==> config.mk <==
export PLATFORM = sky130hd
export DESIGN_NAME = development_stage_arbiter
export DESIGN_NICKNAME = d
export VERILOG_FILES = /design/src/rtl/dev_stage_pkg.sv /design/src/rtl/development_stage_arbiter_rr_arbiter.sv /design/src/rtl/development_stage_arbiter.sv
export SDC_FILE = /design/constraint.sdc
export NUM_CORES = 1
export LEC_CHECK = 0
export ABC_AREA = 1
export BUFFER_PORTS_ARGS = -buffer_cell sky130_fd_sc_hd__buf_2
export CAP_MARGIN = 20
export CORE_ASPECT_RATIO = 2
export CORE_UTILIZATION = 31
export CTS_BUF_LIST = sky130_fd_sc_hd__clkbuf_8
export DETAILED_ROUTE_END_ITERATION = 7
export PLACE_DENSITY = 0.62
export SETUP_SLACK_MARGIN = 0.3
export SYNTH_ARGS = -nofsm -noshare
export SYNTH_HDL_FRONTEND = slang
export SYNTH_SLANG_ARGS = --single-unit
==> constraint.sdc <==
create_clock -name clk -period 2.4 [get_ports clk]
set_clock_uncertainty 0.1 [all_clocks]
set_input_delay 0.24 -clock clk [delete_from_list [all_inputs] [get_ports clk]]
set_output_delay 0.24 -clock clk [all_outputs]
set_load 0.1 [all_outputs]
==> src/rtl/dev_stage_pkg.sv <==
// Shared definitions for the development-stage arbiter: counter op
// encodings, FSM state type and the width of the derived stage value.
package dev_stage_pkg;

  localparam int STAGE_W = 2;

  typedef enum logic [1:0] {
    OP_INC  = 2'b00,
    OP_DEC  = 2'b01,
    OP_FAST = 2'b10,
    OP_SET  = 2'b11
  } op_e;

  typedef enum logic [1:0] {
    ST_IDLE,
    ST_ISSUE,
    ST_WAIT,
    ST_HOLD
  } state_e;

endpackage

==> src/rtl/development_stage_arbiter_rr_arbiter.sv <==
// Round-robin arbiter: picks the first set request at or after ptr,
// wrapping modulo N. The grant is onehot0.
module rr_arbiter #(
  parameter int N  = 3,
  parameter int PW = (N > 1) ? $clog2(N) : 1
) (
  input  logic [N-1:0]  req,
  input  logic [PW-1:0] ptr,
  output logic [N-1:0]  grant
);

  logic          found;
  logic [PW-1:0] idx;

  // Scan the requests starting at ptr and grant the first one found
  always_comb begin
    grant = '0;
    found = 1'b0;
    idx   = '0;
    for (int k = 0; k < N; k++) begin
      idx = PW'((int'(ptr) + k) % N);
      if (!found && req[idx]) begin
        grant[idx] = 1'b1;
        found      = 1'b1;
      end
    end
  end

endmodule

==> src/rtl/development_stage_arbiter.sv <==
// Development-stage arbiter: grants one level-change request at a time,
// drives the level counter's one-cycle controls, tracks the stage and
// applies a hold after each stage change.
// Optional per-window step budget: define DEV_STAGE_ARB_RATE_LIMIT_EN.
module development_stage_arbiter
  import dev_stage_pkg::*;
#(
  parameter int NREQ      = 3,
  parameter int LEVEL_W   = 9,
  parameter int WINDOW    = 16,
  parameter int MAX_STEPS = 4,
  parameter int HOLD      = 8
) (
  input  logic                 clk,
  input  logic                 rst,
  input  logic [NREQ-1:0]      req_valid,
  input  logic [2*NREQ-1:0]    req_op,
  output logic [NREQ-1:0]      req_ready,
  input  logic [LEVEL_W-1:0]   level,
  output logic                 inc,
  output logic                 dec,
  output logic                 fast,
  output logic                 setval,
  output logic [STAGE_W-1:0]   stage,
  output logic                 stage_changed,
  output logic                 busy
);

  localparam int PTR_W  = (NREQ > 1) ? $clog2(NREQ) : 1;
  localparam int HOLD_W = $clog2(HOLD + 1);

  state_e              state;
  logic [PTR_W-1:0]    rr_ptr;
  logic [PTR_W-1:0]    win_idx;
  logic [PTR_W-1:0]    next_ptr;
  logic [HOLD_W-1:0]   hold_cnt;
  logic [NREQ-1:0]     setval_vec;
  logic [NREQ-1:0]     normal_vec;
  logic [NREQ-1:0]     set_grant;
  logic [NREQ-1:0]     rr_grant;
  logic [NREQ-1:0]     grant_vec;
  op_e                 win_op;
  logic                grant_any;
  logic                budget_ok;
  logic [STAGE_W-1:0]  level_stage;
  logic                unused_level_bits;

  assign level_stage       = level[LEVEL_W-1 -: STAGE_W];
  assign unused_level_bits = ^level[LEVEL_W-STAGE_W-1:0];

  // Split valid requests into setval ops and ordinary step ops
  always_comb begin
    setval_vec = '0;
    normal_vec = '0;
    for (int i = 0; i < NREQ; i++) begin
      if (req_valid[i]) begin
        if (req_op[2*i +: 2] == OP_SET) setval_vec[i] = 1'b1;
        else                            normal_vec[i] = 1'b1;
      end
    end
  end

  rr_arbiter #(.N(NREQ), .PW(PTR_W)) u_rr (
    .req   (normal_vec & {NREQ{budget_ok}}),
    .ptr   (rr_ptr),
    .grant (rr_grant)
  );

  // Lowest-index setval beats any step op
  assign set_grant = setval_vec & (~setval_vec + NREQ'(1));
  assign grant_vec = (|setval_vec) ? set_grant : rr_grant;

  // Grant only while idle, or setvals only while holding
  always_comb begin
    req_ready = '0;
    if (!rst) begin
      if (state == ST_IDLE)      req_ready = grant_vec;
      else if (state == ST_HOLD) req_ready = set_grant;
    end
  end

  assign grant_any = |req_ready;

  // Encode the winner and fetch its op
  always_comb begin
    win_idx = '0;
    win_op  = OP_INC;
    for (int i = 0; i < NREQ; i++) begin
      if (req_ready[i]) begin
        win_idx = PTR_W'(i);
        win_op  = op_e'(req_op[2*i +: 2]);
      end
    end
  end

  assign next_ptr = (win_idx == PTR_W'(NREQ - 1)) ? '0 : win_idx + PTR_W'(1);

`ifdef DEV_STAGE_ARB_RATE_LIMIT_EN
  localparam int WIN_W = (WINDOW > 1) ? $clog2(WINDOW) : 1;
  localparam int BUD_W = $clog2(MAX_STEPS + 1);

  logic [WIN_W-1:0] window;
  logic [BUD_W-1:0] budget;
  logic             consume;

  assign budget_ok = (budget != '0);
  assign consume   = grant_any && (win_op != OP_SET);

  // Free-running window; budget reloads on wrap, then takes any same-cycle step
  always_ff @(posedge clk or posedge rst) begin
    if (rst) begin
      window <= '0;
      budget <= BUD_W'(MAX_STEPS);
    end else if (window == WIN_W'(WINDOW - 1)) begin
      window <= '0;
      budget <= consume ? BUD_W'(MAX_STEPS - 1) : BUD_W'(MAX_STEPS);
    end else begin
      window <= window + WIN_W'(1);
      if (consume) budget <= budget - BUD_W'(1);
    end
  end
`else
  assign budget_ok = 1'b1;
`endif

  // Main FSM: grant, issue one pulse, check stage, optionally hold
  always_ff @(posedge clk or posedge rst) begin
    if (rst) begin
      state         <= ST_IDLE;
      rr_ptr        <= '0;
      hold_cnt      <= '0;
      stage         <= '0;
      stage_changed <= 1'b0;
      inc           <= 1'b0;
      dec           <= 1'b0;
      fast          <= 1'b0;
      setval        <= 1'b0;
    end else begin
      inc           <= 1'b0;
      dec           <= 1'b0;
      fast          <= 1'b0;
      setval        <= 1'b0;
      stage_changed <= 1'b0;
      case (state)
        ST_IDLE, ST_HOLD: begin
          if (grant_any) begin
            rr_ptr   <= next_ptr;
            hold_cnt <= '0;
            state    <= ST_ISSUE;
            case (win_op)
              OP_INC:  inc <= 1'b1;
              OP_DEC:  dec <= 1'b1;
              OP_FAST: begin
                inc  <= 1'b1;
                fast <= 1'b1;
              end
              OP_SET:  setval <= 1'b1;
            endcase
          end else if (state == ST_HOLD) begin
            hold_cnt <= hold_cnt - HOLD_W'(1);
            if (hold_cnt == HOLD_W'(1)) state <= ST_IDLE;
          end
        end
        ST_ISSUE: state <= ST_WAIT;
        ST_WAIT: begin
          if (level_stage != stage) begin
            stage         <= level_stage;
            stage_changed <= 1'b1;
            hold_cnt      <= HOLD_W'(HOLD);
            state         <= ST_HOLD;
          end else begin
            state <= ST_IDLE;
          end
        end
        default: state <= ST_IDLE;
      endcase
    end
  end

  assign busy = (state != ST_IDLE);

endmodule

==> impl_metrics.tcl, run 1 <==
set metrics [dict create \
    outcome "complete, but fails checks" \
    failed_checks "hold timing, setup timing" \
    period_needed_ps 2400 \
    clk_path_buf_depth 2 \
    dr_wl_met3_um 85 \
    multi_input_area_um2 1000 \
    die_h_um 94.0 \
    post-route-drc-count 0 \
    worstPathRequired_ps 2060 \
    syn-cell-area_mm2 0.00131 \
    finalNetCount 274 \
    cts_tree "done" \
    cap_violations 0 \
    finalCritPeriodShare_pct 100 \
    crit_slowest_cell "dfrtp_1" \
    routed.top_layer "met4" \
    fillers 402 \
    cts.sinks 15 \
    critPathMaxFanout 6 \
    setup.worst_path.class "flip-flop to primary output" \
    clock_latency_ps 260 \
    fmax_mhz 416 \
    fin_tns_setup_ps -1.23 \
    viasPerCell 4.77 \
    seq_area_um2 375 \
    rows 33 \
    worstSetupEndpointType "primary output" \
    htreeDepth 1 \
    antenna_cells 0 \
    placed_cell_area_mm2 0.00165 \
    final_common_cell "nand2_1" \
    ys_seq_area_share_pct 28.6 \
    core_mm2 0.00409 \
    die_x_um 48.0 \
    pre_cts_slack_ps 8.28 \
    io_buffers 23 \
    cts.clk_slew.worst_paths_ps 60 \
    drive_above_1_share_pct 44.9 \
    synth_fp_nets 224 \
    dieArea_mm2 0.00451 \
    drt-met1-wl_mm 1.32 \
    synthCells 194 \
    via_count 1407 \
    wl_met2_mm 2.43 \
    slowest_delay_ps 420 \
    ioPinCount 31 \
    antenna_found_initial 0 \
    numCtsBuffers 3 \
    setup_violations 1 \
    worstPathArrival_ps 2060 \
    place.detailed.hpwl_mm 2.86 \
    cp_common_cell "nand2_1" \
    critPathTopFamily "simple AND/OR/NAND/NOR gates" \
    gp_congestion 0.830 \
    hold_buffers 0 \
    firstDrtPassIters 4 \
    yosysWarningCount 0 \
    max_slew_margin_pct 58.5 \
    cts_root_buf "clkbuf_8" \
    grt.overflow.total 0 \
    design_area_mm2 0.00200 \
    wl_per_cell_um 13.4 \
    synth_cell_types 25 \
    cp.buffers_inverters 4 \
    worst_pin_slew_ps 622 \
    setup_slack_ps -1.23 \
    grt_max_degree 16 \
    path_cells "inv_2, ha_4, buf_4, nand2_1, nand3_1, nand2_2, nor2_4, nand2_1, nand3_1, nand2_1, nand2_2, nand2_4, inv_8, buf_12" \
    crit_path_start_kind "flip-flop" \
    postRouteAntennaNets 0 \
    area_growth_pct 52.0 \
    start_util_pct 32.1 \
    wl_mm 3.96 \
    grt_pass1_wl_mm 6.00 \
    syn_avg_cell_area_um2 6.77 \
    grt_pass1_vias 1439 \
    layout_common_cells "nand2_1, inv_1, buf_2, buf_4, dfrtp_1" \
    rsz0062_at_grt "yes" \
    ys_ff_latch 15 \
    hold_viol 15 \
    initialDrtViolationCount 21 \
    maxSlewViolCount 0 \
    hold-worst-slack_ps -5.14 \
    hold_class "input pin to asynchronous set/reset pin" \
    globalRouteTotalUtil_pct 19.2 \
]
[logic make-up (layout without fill, tap and decap cells)]
kind of cell,after synthesis,in the layout,share of synthesized area (%)
AND/OR/NAND/NOR,116,116,43.1
AO/OA/AOI/OAI,15,15,6.29
adder cells (fa/ha/maj),10,10,9.53
XOR/XNOR,4,4,2.67
flip-flops,15,15,28.6
buffers and inverters,34,83,9.82
[registers in the layout (all words and copies together) (netlist names)]
name / cells
hold_cnt: 4
rr_ptr: 2
stage: 2
state: 2
dec: 1
fast: 1
inc: 1
setval: 1
stage_changed: 1
[cell usage after synthesis]
library cell  instances  share of area, %
nand2_1              55                16
inv_1                26               7.4
nand3_1              17               6.5
dfrtp_1              15                29
nor2_1               13               3.7
ha_1                 10               9.5
nand4_1               9               4.3
inv_2                 7               2.0
a21oi_1               6               2.3
nand2_2               5               2.4
nor2_2                5               2.4
xnor2_1               4               2.7
nand2_4               3               2.6
nor3_1                3               1.1
o21ai_0               3               1.1
o21ai_1               3               1.1
nand3_2               2               1.5
a31oi_1               1              0.48
clkinv_2              1              0.38
nand3_4               1               1.3
nand3b_1              1              0.57
o211ai_1              1              0.57
o21ai_2               1              0.67
or2_1                 1              0.48
or2_2                 1              0.48
[final cells by class]
class	instances	area share, %
Multi-Input combinational cell	145	50.1
Sequential cell	15	18.8
Timing Repair Buffer	45	17.2
Inverter	34	8.28
Tap cell	52	3.26
Clock buffer	3	2.07
Clock inverter	1	0.251
[per-stage QoR]
step | instances | utilization (%)
6_report | 295 | 48.8
5_1_grt | 295 | 48.8
4_1_cts | 289 | 45.4
3_5_place_dp | 272 | 40.3
3_3_place_gp | 272 | 40.3
2_1_floorplan | 194 | -
[what timing repair did]
item | 4_1_cts | 5_1_grt
setup buffers | 13 | 6
pin swaps | 9 | 17
endpoints found under the setup margin | 15 | 15
endpoints found under the hold margin | 0 | 0
resized for setup | 19 | 22
[layer usage]
metal  up-vias  track usage, %
li1        714               -
met1       657            15.2
met2        27            38.4
met3         9            2.31
met4         0            10.4
met5         -               0
[path summary, 6_finish.rpt]
kind	to	from	slack, ps	cells past startpoint
worst max-delay path	req_ready[0]	rr_ptr[1]	-1	14
worst min-delay path	rr_ptr[0]	rst	-5	2
worst min register to register	stage[1]	stage[1]	420	2
max in group asynchronous	stage_changed	rst	1800	2
worst max register to register	hold_cnt[2]	rr_ptr[0]	50	17
min in group clk	stage[1]	level[8]	100	3
[worst register-to-register path, cell delays in order, from the launching register on]
cell     delay [ps]
dfrtp_1         410
buf_6           140
ha_4            190
buf_4           150
nand2_1          70
nand3_1         110
nand2_2         100
nor2_4           30
nand2_1          50
nand3_1          90
nand2_1          80
nand2_2          80
nand2_4          90
buf_4           130
nand3_4         120
o21ai_4         190
nand2_1          90
nand2_1          70
Power of run 1 is not shown: default switching activity piles up to over one toggle a cycle in this logic, so the estimate is an artifact.
==> inputs of run 2 (changes only) <==
--- a/config.mk
+++ b/config.mk
@@ -8,12 +8,12 @@
 export ABC_AREA = 1
 export BUFFER_PORTS_ARGS = -buffer_cell sky130_fd_sc_hd__buf_2
 export CAP_MARGIN = 20
-export CORE_ASPECT_RATIO = 2
-export CORE_UTILIZATION = 31
+export CORE_UTILIZATION = 55
 export CTS_BUF_LIST = sky130_fd_sc_hd__clkbuf_8
+export CTS_CLUSTER_DIAMETER = 60
 export DETAILED_ROUTE_END_ITERATION = 7
-export PLACE_DENSITY = 0.62
-export SETUP_SLACK_MARGIN = 0.3
+export PLACE_DENSITY = 0.92
+export SETUP_SLACK_MARGIN = 0.05
 export SYNTH_ARGS = -nofsm -noshare
 export SYNTH_HDL_FRONTEND = slang
 export SYNTH_SLANG_ARGS = --single-unit
==> run 2 against run 1 <==
The flow finishes with violations (setup timing); sequential share of layout area rose by 2.5 points; highest routed layer unchanged; worst hold slack improved by 120 ps; worst setup slack got worse by 75 ps; global-route usage rose by 8.5 points; count of clock-buffer cells in the layout did not move; register-to-register slack got worse by 60 ps; core utilization rose by 30 points; maximum frequency fell by 3.0%; cell area fell by 12%; critical endpoint unchanged.
==> impl_metrics.tcl, run 2 (synthesis gave the netlist of run 1 again) <==
set metrics [dict create \
    place.detailed.hpwl_mm 2.40 \
    r2r-start "rr_ptr[1]" \
    failed_checks "setup timing" \
    numCtsBuffers 3 \
    post-route-drc-count 0 \
    firstDrtPassIters 5 \
    wl_mm 3.76 \
    largest_reg_flops 4 \
    worstPathRequired_ps 2060 \
    htreeDepth 1 \
    antenna_found_initial 0 \
    core_mm2 0.00223 \
    grt_pass1_vias 1308 \
    clock_latency_ps 250 \
    grt_max_degree 16 \
    setup.worst_path.class "flip-flop to primary output" \
    postRouteAntennaNets 0 \
    hold_path.startpoint "level[8]" \
    pre_cts_slack_ps 17.7 \
    grt.overflow.total 0 \
    crit_path_start_kind "flip-flop" \
    setup_violations 4 \
    gp_congestion 0.900 \
    finalCritPeriodShare_pct 103 \
    clk_path_buf_depth 2 \
    fmax_mhz 404 \
    antenna_cells 0 \
    start_util_pct 58.8 \
    r2r.worst_path.cells 15 \
    ioPinCount 31 \
    worstSetupEndpointType "primary output" \
    globalRouteTotalUtil_pct 27.7 \
    die_x_um 50.9 \
    worst_pin_slew_ps 580 \
    hold_depth 3 \
    critPathMaxFanout 7 \
    rows 17 \
    hold_viol 0 \
    hold_class "input pin to flip-flop" \
    cts_tree "done" \
    layout_common_cells "nand2_1, inv_1, buf_2, nand3_1, dfrtp_1" \
    cts.sinks 15 \
    maxSlewViolCount 0 \
    period_needed_ps 2480 \
    top_register "hold_cnt" \
    setup_slack_ps -76.3 \
    timing.rr.end "setval" \
    finalNetCount 261 \
    final_common_cell "nand2_1" \
    via_count 1461 \
    fillers 157 \
    io_buffers 23 \
    cts.clk_slew.worst_paths_ps 60 \
    reg2reg_slack_ps -10 \
    cap_violations 0 \
    worstHoldEndpoint "stage[1]" \
    cts_root_buf "clkbuf_8" \
    max_slew_margin_pct 61.3 \
    rsz0062_at_grt "yes" \
    drive_above_1_share_pct 34.8 \
    hold-worst-slack_ps 118 \
    viasPerCell 5.66 \
    die_h_um 50.9 \
    grt_pass1_wl_mm 5.31 \
    outcome "complete, but fails checks" \
    wl_per_cell_um 14.6 \
    worstPathArrival_ps 2140 \
    initialDrtViolationCount 96 \
    dieArea_mm2 0.00259 \
    area_growth_pct 34.4 \
]
## run 2: cell count changes in the layout (fill, tap and decap cells not counted), moves of 2 or more
| cell | before | now |
|---|---|---|
| buf_4 | 19 | 6 |
| inv_1 | 20 | 22 |
| inv_2 | 7 | 5 |
| nand2_1 | 46 | 53 |
| nand2_2 | 10 | 3 |
| nand3_1 | 9 | 14 |
| nand3_2 | 8 | 5 |
| nand3_4 | 3 | 1 |
| nor2_2 | 5 | 7 |
| nor2_4 | 3 | 1 |
## run 2: critical path, cell delays in order, from the launching register on
cell and delay (ps):
dfrtp_2 440, ha_4 300, o21ai_1 280, nand2_4 110, nor2_2 140, nand2_1 80, nand3_1 70, nand2_1 60
nand2_2 100, nand2_4 70, clkinv_4 80, buf_12 160
## run 2: area by class of cell
type	instances	area [um2]	share of cell area (%)
well taps	28	35.0	1.99
clock inverters	1	5.00	0.284
flip-flops and latches	15	377	21.3
inverters	34	151	8.58
multi-input cells	145	917	52.0
repair buffers	32	238	13.5
clock buffers	3	41.3	2.34
## run 2: worst max-delay path by stage
stage                         start      endpoint  slack (ps)  depth (start not counted)
after floorplan            state[0]        setval          50                         13
after global placement    rr_ptr[1]          fast          90                         16
after detailed placement  rr_ptr[1]           inc          20                         16
after CTS                 rr_ptr[1]  req_ready[0]          20                         12
after global routing      rr_ptr[1]  req_ready[1]        -150                         15
final                     rr_ptr[1]  req_ready[0]         -80                         11
## run 2: what timing repair did
action                                 4_1_cts  5_1_grt
setup endpoints to repair                   12       14
setup buffers                                2        5
cloned                                       0        0
pin swaps                                    0        9
endpoints found under the hold margin       15        0
gates resized for setup                      8       20
hold buffers                                 1        0
## run 2: layer usage
metal  GRT usage, %  wire [um]  vias to the layer above
met5              0          0                        -
met4           14.4        202                        0
met3           3.27        271                       31
met2           50.2       1790                       91
met1           31.6       1490                      649
li1               -          -                      690
## run 2: metrics by stage
stage	utilization [%]	setup TNS [ps]	instances	area [um2]
6_report	79.0	-154	258	1760
5_1_grt	79.0	-1230	258	1760
4_1_cts	74.1	0	253	1660
3_5_place_dp	69.6	0	246	1550
3_3_place_gp	69.6	0	246	1550
2_1_floorplan	-	0	194	1350
Power of run 2 is left out for the same reason.
